--- config.mk ---
export PLATFORM = sky130hd
export DESIGN_NAME = rv32i_lsu
export DESIGN_NICKNAME = d
export VERILOG_FILES = /design/src/rtl/rv32i_pkg.sv /design/src/rtl/rv32i_lsu_align.sv /design/src/rtl/rv32i_lsu.sv
export SDC_FILE = /design/constraint.sdc
export NUM_CORES = 1
export LEC_CHECK = 0
export CAP_MARGIN = 25
export CORE_UTILIZATION = 25
export CTS_CLUSTER_SIZE = 40
export DETAILED_ROUTE_END_ITERATION = 10
export GPL_TIMING_DRIVEN = 0
export PLACE_DENSITY = 0.53
export SLEW_MARGIN = 20
export SYNTH_ARGS = -nofsm -noshare
export SYNTH_HDL_FRONTEND = slang
export SYNTH_SLANG_ARGS = --single-unit
--- constraint.sdc ---
create_clock -name clk -period 5.7 [get_ports clk]
set_clock_uncertainty 0.2 [all_clocks]
set_input_delay 1.14 -clock clk [delete_from_list [all_inputs] [get_ports clk]]
set_output_delay 1.14 -clock clk [all_outputs]
set_load 0.02 [all_outputs]
--- src/rtl/rv32i_pkg.sv ---
// rv32i_pkg: shared definitions for the RV32I load/store unit.
//   - funct3 width/sign codes used by loads and stores
//   - lsu_state_t: state encoding of the LSU control FSM
package rv32i_pkg;

    // funct3 codes. Stores only use B/H/W; BU/HU are load-only.
    localparam logic [2:0] F3_B  = 3'd0;
    localparam logic [2:0] F3_H  = 3'd1;
    localparam logic [2:0] F3_W  = 3'd2;
    localparam logic [2:0] F3_BU = 3'd4;
    localparam logic [2:0] F3_HU = 3'd5;

    typedef enum logic [1:0] {
        IDLE = 2'd0,
        REQ  = 2'd1,
        WAIT = 2'd2,
        WB   = 2'd3
    } lsu_state_t;

endpackage

--- src/rtl/rv32i_lsu_align.sv ---
// rv32i_lsu_align: purely combinational lane logic for the LSU.
//   is_store, funct3, addr_lo -> operation being checked / formatted
//   wdata      -> raw store data (rs2)
//   rdata      -> raw load word from the bus
//   wstrb      -> byte-lane strobes for a store
//   wdata_lane -> store data replicated across the lanes
//   load_data  -> selected and sign/zero-extended load result
//   fault      -> misaligned access or illegal funct3
module rv32i_lsu_align
    import rv32i_pkg::*;
(
    input  logic        is_store,
    input  logic [2:0]  funct3,
    input  logic [1:0]  addr_lo,
    input  logic [31:0] wdata,
    input  logic [31:0] rdata,
    output logic [3:0]  wstrb,
    output logic [31:0] wdata_lane,
    output logic [31:0] load_data,
    output logic        fault
);

    logic        illegal;
    logic        misalign;
    logic [31:0] rdata_shifted;
    logic [7:0]  byte_v;
    logic [15:0] half_v;

    always_comb begin
        // NOTE: every combinational output gets a default first so no path
        // through the case statements can leave it unassigned (no latch).
        illegal    = 1'b0;
        misalign   = 1'b0;
        wstrb      = 4'b0000;
        wdata_lane = 32'h0;
        load_data  = 32'h0;

        if (is_store) begin
            illegal = (funct3 > F3_W);
        end else begin
            illegal = (funct3 == 3'd3) || (funct3 == 3'd6) || (funct3 == 3'd7);
        end

        // funct3[1:0] encodes the access size for both loads and stores.
        case (funct3[1:0])
            2'b01:   misalign = addr_lo[0];
            2'b10:   misalign = |addr_lo;
            default: misalign = 1'b0;
        endcase
        fault = illegal || misalign;

        case (funct3)
            F3_B: begin
                wstrb      = 4'b0001 << addr_lo;
                wdata_lane = {4{wdata[7:0]}};
            end
            F3_H: begin
                wstrb      = addr_lo[1] ? 4'b1100 : 4'b0011;
                wdata_lane = {2{wdata[15:0]}};
            end
            F3_W: begin
                wstrb      = 4'b1111;
                wdata_lane = wdata;
            end
            default: begin
                wstrb      = 4'b0000;
                wdata_lane = 32'h0;
            end
        endcase

        rdata_shifted = rdata >> {addr_lo, 3'b000};
        byte_v        = rdata_shifted[7:0];
        half_v        = addr_lo[1] ? rdata[31:16] : rdata[15:0];

        case (funct3)
            F3_B:    load_data = {{24{byte_v[7]}}, byte_v};
            F3_BU:   load_data = {24'h0, byte_v};
            F3_H:    load_data = {{16{half_v[15]}}, half_v};
            F3_HU:   load_data = {16'h0, half_v};
            F3_W:    load_data = rdata;
            default: load_data = 32'h0;
        endcase
    end

endmodule

--- src/rtl/rv32i_lsu.sv ---
// rv32i_lsu: RV32I load/store unit between the execute stage, a simple
// valid/ready memory bus and the register-file write port.
//   clk, rst                 -> clock, asynchronous active-high reset
//   req_*                    -> operation from execute (accepted in IDLE)
//   mem_*                    -> word-aligned bus request / load response
//   wb_en, wb_addr, wb_data  -> one-cycle register-file write
//   err                      -> one-cycle pulse on misalign/illegal/timeout
//   busy                     -> FSM is not IDLE
module rv32i_lsu
    import rv32i_pkg::*;
#(
    parameter int unsigned TIMEOUT_CYCLES = 255
)
(
    input  logic        clk,
    input  logic        rst,
    input  logic        req_valid,
    output logic        req_ready,
    input  logic        req_is_store,
    input  logic [2:0]  req_funct3,
    input  logic [31:0] req_addr,
    input  logic [31:0] req_wdata,
    input  logic [4:0]  req_rd,
    output logic        mem_valid,
    input  logic        mem_ready,
    output logic        mem_we,
    output logic [31:0] mem_addr,
    output logic [3:0]  mem_wstrb,
    output logic [31:0] mem_wdata,
    input  logic        mem_rvalid,
    input  logic [31:0] mem_rdata,
    output logic        wb_en,
    output logic [4:0]  wb_addr,
    output logic [31:0] wb_data,
    output logic        err,
    output logic        busy
);

    // The counter only has to hold 0 .. TIMEOUT_CYCLES-1.
    localparam int unsigned CNT_W = (TIMEOUT_CYCLES > 1) ? $clog2(TIMEOUT_CYCLES) : 1;
    localparam logic [CNT_W-1:0] CNT_LAST = CNT_W'(TIMEOUT_CYCLES - 1);

    lsu_state_t        state_q, state_d;
    logic [CNT_W-1:0]  cnt_q, cnt_d;
    logic              err_q, err_d;
    logic              is_store_q, is_store_d;
    logic [2:0]        funct3_q, funct3_d;
    logic [31:0]       addr_q, addr_d;
    logic [31:0]       wdata_q, wdata_d;
    logic [4:0]        rd_q, rd_d;
    logic [31:0]       result_q, result_d;

    // The lane logic looks at the incoming request while IDLE (to check
    // alignment at acceptance) and at the latched operation otherwise.
    logic              idle;
    logic              al_store;
    logic [2:0]        al_funct3;
    logic [1:0]        al_addr_lo;
    logic [31:0]       al_wdata;
    logic [3:0]        al_wstrb;
    logic [31:0]       al_wdata_lane;
    logic [31:0]       al_load_data;
    logic              al_fault;

    assign idle       = (state_q == IDLE);
    assign al_store   = idle ? req_is_store    : is_store_q;
    assign al_funct3  = idle ? req_funct3      : funct3_q;
    assign al_addr_lo = idle ? req_addr[1:0]   : addr_q[1:0];
    assign al_wdata   = idle ? req_wdata       : wdata_q;

    rv32i_lsu_align u_align (
        .is_store   (al_store),
        .funct3     (al_funct3),
        .addr_lo    (al_addr_lo),
        .wdata      (al_wdata),
        .rdata      (mem_rdata),
        .wstrb      (al_wstrb),
        .wdata_lane (al_wdata_lane),
        .load_data  (al_load_data),
        .fault      (al_fault)
    );

    // Next-state logic.
    always_comb begin
        state_d    = state_q;
        cnt_d      = cnt_q;
        err_d      = 1'b0;
        is_store_d = is_store_q;
        funct3_d   = funct3_q;
        addr_d     = addr_q;
        wdata_d    = wdata_q;
        rd_d       = rd_q;
        result_d   = result_q;

        case (state_q)
            IDLE: begin
                cnt_d = '0;
                if (req_valid) begin
                    is_store_d = req_is_store;
                    funct3_d   = req_funct3;
                    addr_d     = req_addr;
                    wdata_d    = req_wdata;
                    rd_d       = req_rd;
                    // A faulting request never reaches the bus: flag it and
                    // stay in IDLE.
                    if (al_fault) begin
                        err_d = 1'b1;
                    end else begin
                        state_d = REQ;
                    end
                end
            end
            REQ: begin
                if (mem_ready) begin
                    state_d = is_store_q ? IDLE : WAIT;
                    cnt_d   = '0;
                end
            end
            WAIT: begin
                // Data arriving on the last counted cycle still wins.
                if (mem_rvalid) begin
                    result_d = al_load_data;
                    state_d  = WB;
                end else if (cnt_q == CNT_LAST) begin
                    err_d   = 1'b1;
                    state_d = IDLE;
                end else begin
                    cnt_d = cnt_q + CNT_W'(1);
                end
            end
            WB: begin
                state_d = IDLE;
            end
            default: begin
                state_d = IDLE;
            end
        endcase
    end

    // NOTE: state registers use non-blocking assignments so every flop
    // samples the values from before the edge, independent of block order.
    always_ff @(posedge clk or posedge rst) begin
        if (rst) begin
            state_q    <= IDLE;
            cnt_q      <= '0;
            err_q      <= 1'b0;
            is_store_q <= 1'b0;
            funct3_q   <= 3'd0;
            addr_q     <= 32'h0;
            wdata_q    <= 32'h0;
            rd_q       <= 5'd0;
            result_q   <= 32'h0;
        end else begin
            state_q    <= state_d;
            cnt_q      <= cnt_d;
            err_q      <= err_d;
            is_store_q <= is_store_d;
            funct3_q   <= funct3_d;
            addr_q     <= addr_d;
            wdata_q    <= wdata_d;
            rd_q       <= rd_d;
            result_q   <= result_d;
        end
    end

    // Outputs are decoded from the state so they are quiet outside their
    // own phase and at reset.
    always_comb begin
        req_ready = idle;
        busy      = !idle;
        err       = err_q;
        mem_valid = 1'b0;
        mem_we    = 1'b0;
        mem_addr  = 32'h0;
        mem_wstrb = 4'b0000;
        mem_wdata = 32'h0;
        wb_en     = 1'b0;
        wb_addr   = 5'd0;
        wb_data   = 32'h0;

        if (state_q == REQ) begin
            mem_valid = 1'b1;
            mem_we    = is_store_q;
            mem_addr  = {addr_q[31:2], 2'b00};
            if (is_store_q) begin
                mem_wstrb = al_wstrb;
                mem_wdata = al_wdata_lane;
            end
        end

        if (state_q == WB) begin
            wb_en   = (rd_q != 5'd0);
            wb_addr = rd_q;
            wb_data = result_q;
        end
    end

endmodule
-- Word-level counts from Yosys, hierarchy flattened
Index checks and enable logic that the tools add are counted.
- add/sub/neg operators: 1
- multipliers: 0
- div/mod/pow operators: 0
- $lt $le $gt $ge: 1
- equality and inequality tests: 19
- shifts and indexed selects: 2
- muxes and demuxes: 37
- bitwise logic cells: 0
- reduce and logical (&&, ||, !) cells: 13
- operator list (kind ; count):
    $mux 32 ; 5
    $pmux 32 s5 ; 1
    $pmux 32 s3 ; 1
    $shr 32x5->8 ; 1
    $mux 8 ; 3
    $pmux 8 s3 ; 1
    $mux 16 ; 1
    $mux 2 ; 7
    $eq 3x3->1 const B ; 4
    $mux 4 ; 3
    $pmux 4 s3 ; 1
    $ne 2x2->1 const B ; 5
    $mux 1 ; 9
    $add 8x1->8 const B ; 1
    $eq 8x8->1 const B ; 1
    $pmux 2 s4 ; 1
    $reduce_and 4->1 ; 2
    $eq 2x2->1 const B ; 3
    $eq 3x2->1 const B ; 2
    $mux 5 ; 1
    $reduce_bool 5->1 ; 1
    $eq 2x1->1 const B ; 2
    $pmux 1 s2 ; 2
    $reduce_and 2->1 ; 2
    11 further kinds ; 13
- register bits after elaboration: 116
- latch bits: 0
- memory bits (writable): 0
- memory bits (read-only): 0
- input port bits: 110
- output and inout port bits: 111
- logic and storage cells: 82
- memories kept: 0

-- Depth between registers and ports, before layout
- depth after elaboration: 10
- mapped depth: 12
- mapped depth without buffers: 8

-- By module
Synthesis repeated with hierarchy kept, for this count alone.
- cells, all modules: 644
- area, all modules: 7255.7 um2
- modules (own cells, without submodules) (module ; instances ; cells each ; area an instance (um2) ; seq. area each (um2)):
    rv32i_lsu ; 1 ; 464 ; 5967.0 ; 2902.8
    rv32i_lsu_align ; 1 ; 180 ; 1288.7 ; 0.0

-- Least setup slack after synthesis
Ideal clock, no wire load.
- path kind: in2out
- start point: input req_funct3[2]
- end point: output mem_wstrb[2]
- data arrival time: 2.782 ns
- data required time: 4.360 ns
- path slack: 1.578 ns
- cell stages on the path: 7
- path buffers: 2
- cell sequence: or4_1 o31ai_1 nor2b_1 buf_2 buf_2 a21oi_1 nor2_1
- longest elaborated chain between the ends: 5
- elaborated cells between the ends (all ways): 7
- those cells by class: eq/ne (2); mux (4); reduce/logical (1)
- ends and longest elaborated chain (what ; RTL line ; text):
    from (decl) ; rv32i_lsu.sv:20 ; input logic [2:0] req_funct3,
    $mux 3 * ; rv32i_lsu.sv:67 ; assign al_funct3 = idle ? req_funct3 : funct3_q;
    $eq 3x2->1 (tied with other cells) ; rv32i_lsu_align.sv:52 ; case (funct3)
    $pmux 4 s3 * ; rv32i_lsu_align.sv:52 ;
    $mux 4 * ; rv32i_lsu.sv:185 ; if (is_store_q) begin
    $mux 4 * ; rv32i_lsu.sv:181 ; if (state_q == REQ) begin
    to (decl) ; rv32i_lsu.sv:28 ; output logic [3:0] mem_wstrb,
Every way passes the cells marked *; elsewhere a longest branch is shown, timed or not.

-- Final worst setup path
- start point: input req_funct3[0]
- end point: output mem_wstrb[2]
Same word-level chain as after synthesis.

==> results.ini <==
[synth]
yosysMostFrequentCell = nand2_1
ys_ff_latch = 116
netlist_top_cells_count = 272 x nand2_1, 116 x dfrtp_1, 67 x and3_1, 47 x nor2_1, 42 x mux2i_1
syn_area_sq_um = 6800
yosysSeqAreaShare = 0.427
synth.yosys.warnings = 0
synth_cell_type_count = 60
synth_edf_count = 0
async_flop_share = 1.00
yosys_most_used_dff = dfrtp_1
avgSynthCellArea_sq_um = 8.32
synthTopCellsByArea = dfrtp_1 43%, nand2_1 15%, mux2i_1 6.2%
post-synth-top-area-cell = dfrtp_1
syn-instance-count = 817
synth_top_area_frac = 0.427

[placed_design]
place_congestion = 0.837
dp_slack_ps = 210
placed_area_sq_um = 9440
dpl.hpwl_um = 19700
port_buffers = 218
place_inst = 1372

[finish]
final_cell_area_sq_um = 10000
finish.utilization = 0.380
layout.nets = 1168
final_cells = 1404
syn_to_final_growth_pct = 47.4
diodes = 0
drive_gt1_frac = 0.0823

[clocking]
h-tree-depth = 4
numClockSinks = 116
worstSkewPairLatency_ps = 430
postCtsHoldBufs = 0
cts_buffers = 17
cts_tree = done
cts-resized-gates = 0
cts_setup_buffers = 0
cts.path.max_buffers = 2
clockRootBuffer = clkbuf_16
clkTransAtPathRegs_ps = 60

[worst_setup_path]
path_class = in2out
start_kind = input pin
critical_path_arrival_ps = 4110
cpPeakStageDelay_ps = 640
slowest_stage = clkdlybuf4s50_1
cp-end-kind = output pin
cp_data_required_time_ps = 4360
r2r_slack_ps = 2720
cp_cell_sequence = clkdlybuf4s50_1 -> or4_1 -> o31ai_1 -> nor2b_1 -> buf_2 -> buf_2 -> a21oi_1 -> nor2_1 -> clkdlybuf4s50_1
crit_fanout = 10

[routing]
firstDrtPassIters = 7
ant_nets = 0
finalWirelength_um = 26400
num_vias = 6803
wl_per_cell_um = 18.8
avgViaCountPerCell = 4.85
drcViolationCount = 0
drt_iter0_drc = 508

[sta]
worst_pin_slew_ps = 852
grt_setup_unrepaired = no
fin_ws_ps = 252
hold_slack_ps = 268
fin_setup_tns_ps = 0
slew_viol_final = 0
finalSetupViolCount = 0
min_period_ps = 5450
timing.fmax_mhz = 184
hold_violations = 0
period_share = 0.956
slew_headroom = 0.429

[floorplanning]
ios = 221
die-area_sq_um = 27800
core_area_sq_um = 26400
initial_core_util = 0.258
rows = 59
die_y_um = 167
die_x_um = 167

[global_routing]
grt_antenna_before_repair = 2
grt_util_all_layers = 0.191
grt_pass1_vias = 6887
globalRoute.totalOverflow = 0
grt_max_degree = 77
grt_pass1_wl_um = 40600

[power_and_ir_drop]
power.density_nw_per_um2 = 469
vdd_drop_max_v = 0.000183
leakagePower_nw = 4.61
total_power_mw = 4.70

[job]
max-cap-violations = 0

[min_path]
hold_path.class = reg2reg

[outcome]
status = finished, final reports clean

## report_power, final
group / internal (mW) / switching, mW / total [mW]
Combinational: 0.878 / 1.35 / 2.23
Clock: 0.645 / 0.445 / 1.09
Sequential: 1.18 / 0.201 / 1.38
Total: 2.70 / 2.00 / 4.70
## registers in the layout, indices dropped and copies added (netlist names)
name / cells
addr_q: 32
result_q: 32
wdata_q: 32
cnt_q: 8
rd_q: 5
funct3_q: 3
state_q: 2
err: 1
is_store_q: 1
## logic make-up after synthesis
group | share of synthesized area
and+or+nand+nor | 0.282
other | 0.000552
AOI/OAI and AO/OA | 0.147
buffers and inverters | 0.0538
adders and majority gates | 0.00368
muxes | 0.0771
xor gates and xnor gates | 0.00902
DFF | 0.427
## layout make-up
cell class,count,area (sq um)
Clock inverter,15,159
Clock buffer,17,425
Sequential cell,116,2900
Tap cell,335,419
Buffer,64,304
Fill cell,2713,16300
Multi-Input combinational cell,625,3530
Inverter,13,68.8
Timing Repair Buffer,219,2210
## layer usage
metal	global-route usage	wire length (um)	up-vias
li1	-	-	3277
met1	0.253	11900	3264
met2	0.307	12200	235
met3	0.0547	1900	25
met4	0.0463	305	2
met5	0	9	-
## cells in the final DEF (no fill, tap or decap), types with 14 or more instances in the layout
| cell | instances |
|---|---|
| mux2i_1 | 42 |
| nand2_1 | 272 |
| clkbuf_16 | 17 |
| dfrtp_1 | 116 |
| clkbuf_1 | 40 |
| o21ai_1 | 20 |
| a21oi_1 | 20 |
| nor2_1 | 47 |
| o21ai_0 | 23 |
| and3_1 | 67 |
| clkdlybuf4s50_1 | 218 |
| buf_2 | 14 |
## critical path, delay by kind of cell
family | cells | cell delay [ps]
and+or+nand+nor | 3 | 940
buffers and inverters | 4 | 1760
AOI/OAI and AO/OA | 2 | 260
## final timing paths
| path | startpoint | endpoint | cells after the start |
|---|---|---|---|
| hold reg to reg | addr_q[20]$_DFFE_PP0P_ | addr_q[20]$_DFFE_PP0P_ | 2 |
| setup reg to reg | state_q[1]$_DFFE_PP0P_ | result_q[31]$_DFFE_PP0P_ | 10 |
| min in group asynchronous | rst | result_q[5]$_DFFE_PP0P_ | 2 |
| setup / recovery | req_funct3[0] | mem_wstrb[2] | 9 |
| hold / removal | addr_q[20]$_DFFE_PP0P_ | addr_q[20]$_DFFE_PP0P_ | 2 |
| max in group asynchronous | rst | addr_q[0]$_DFFE_PP0P_ | 3 |
(Power assumes the default switching activity.)
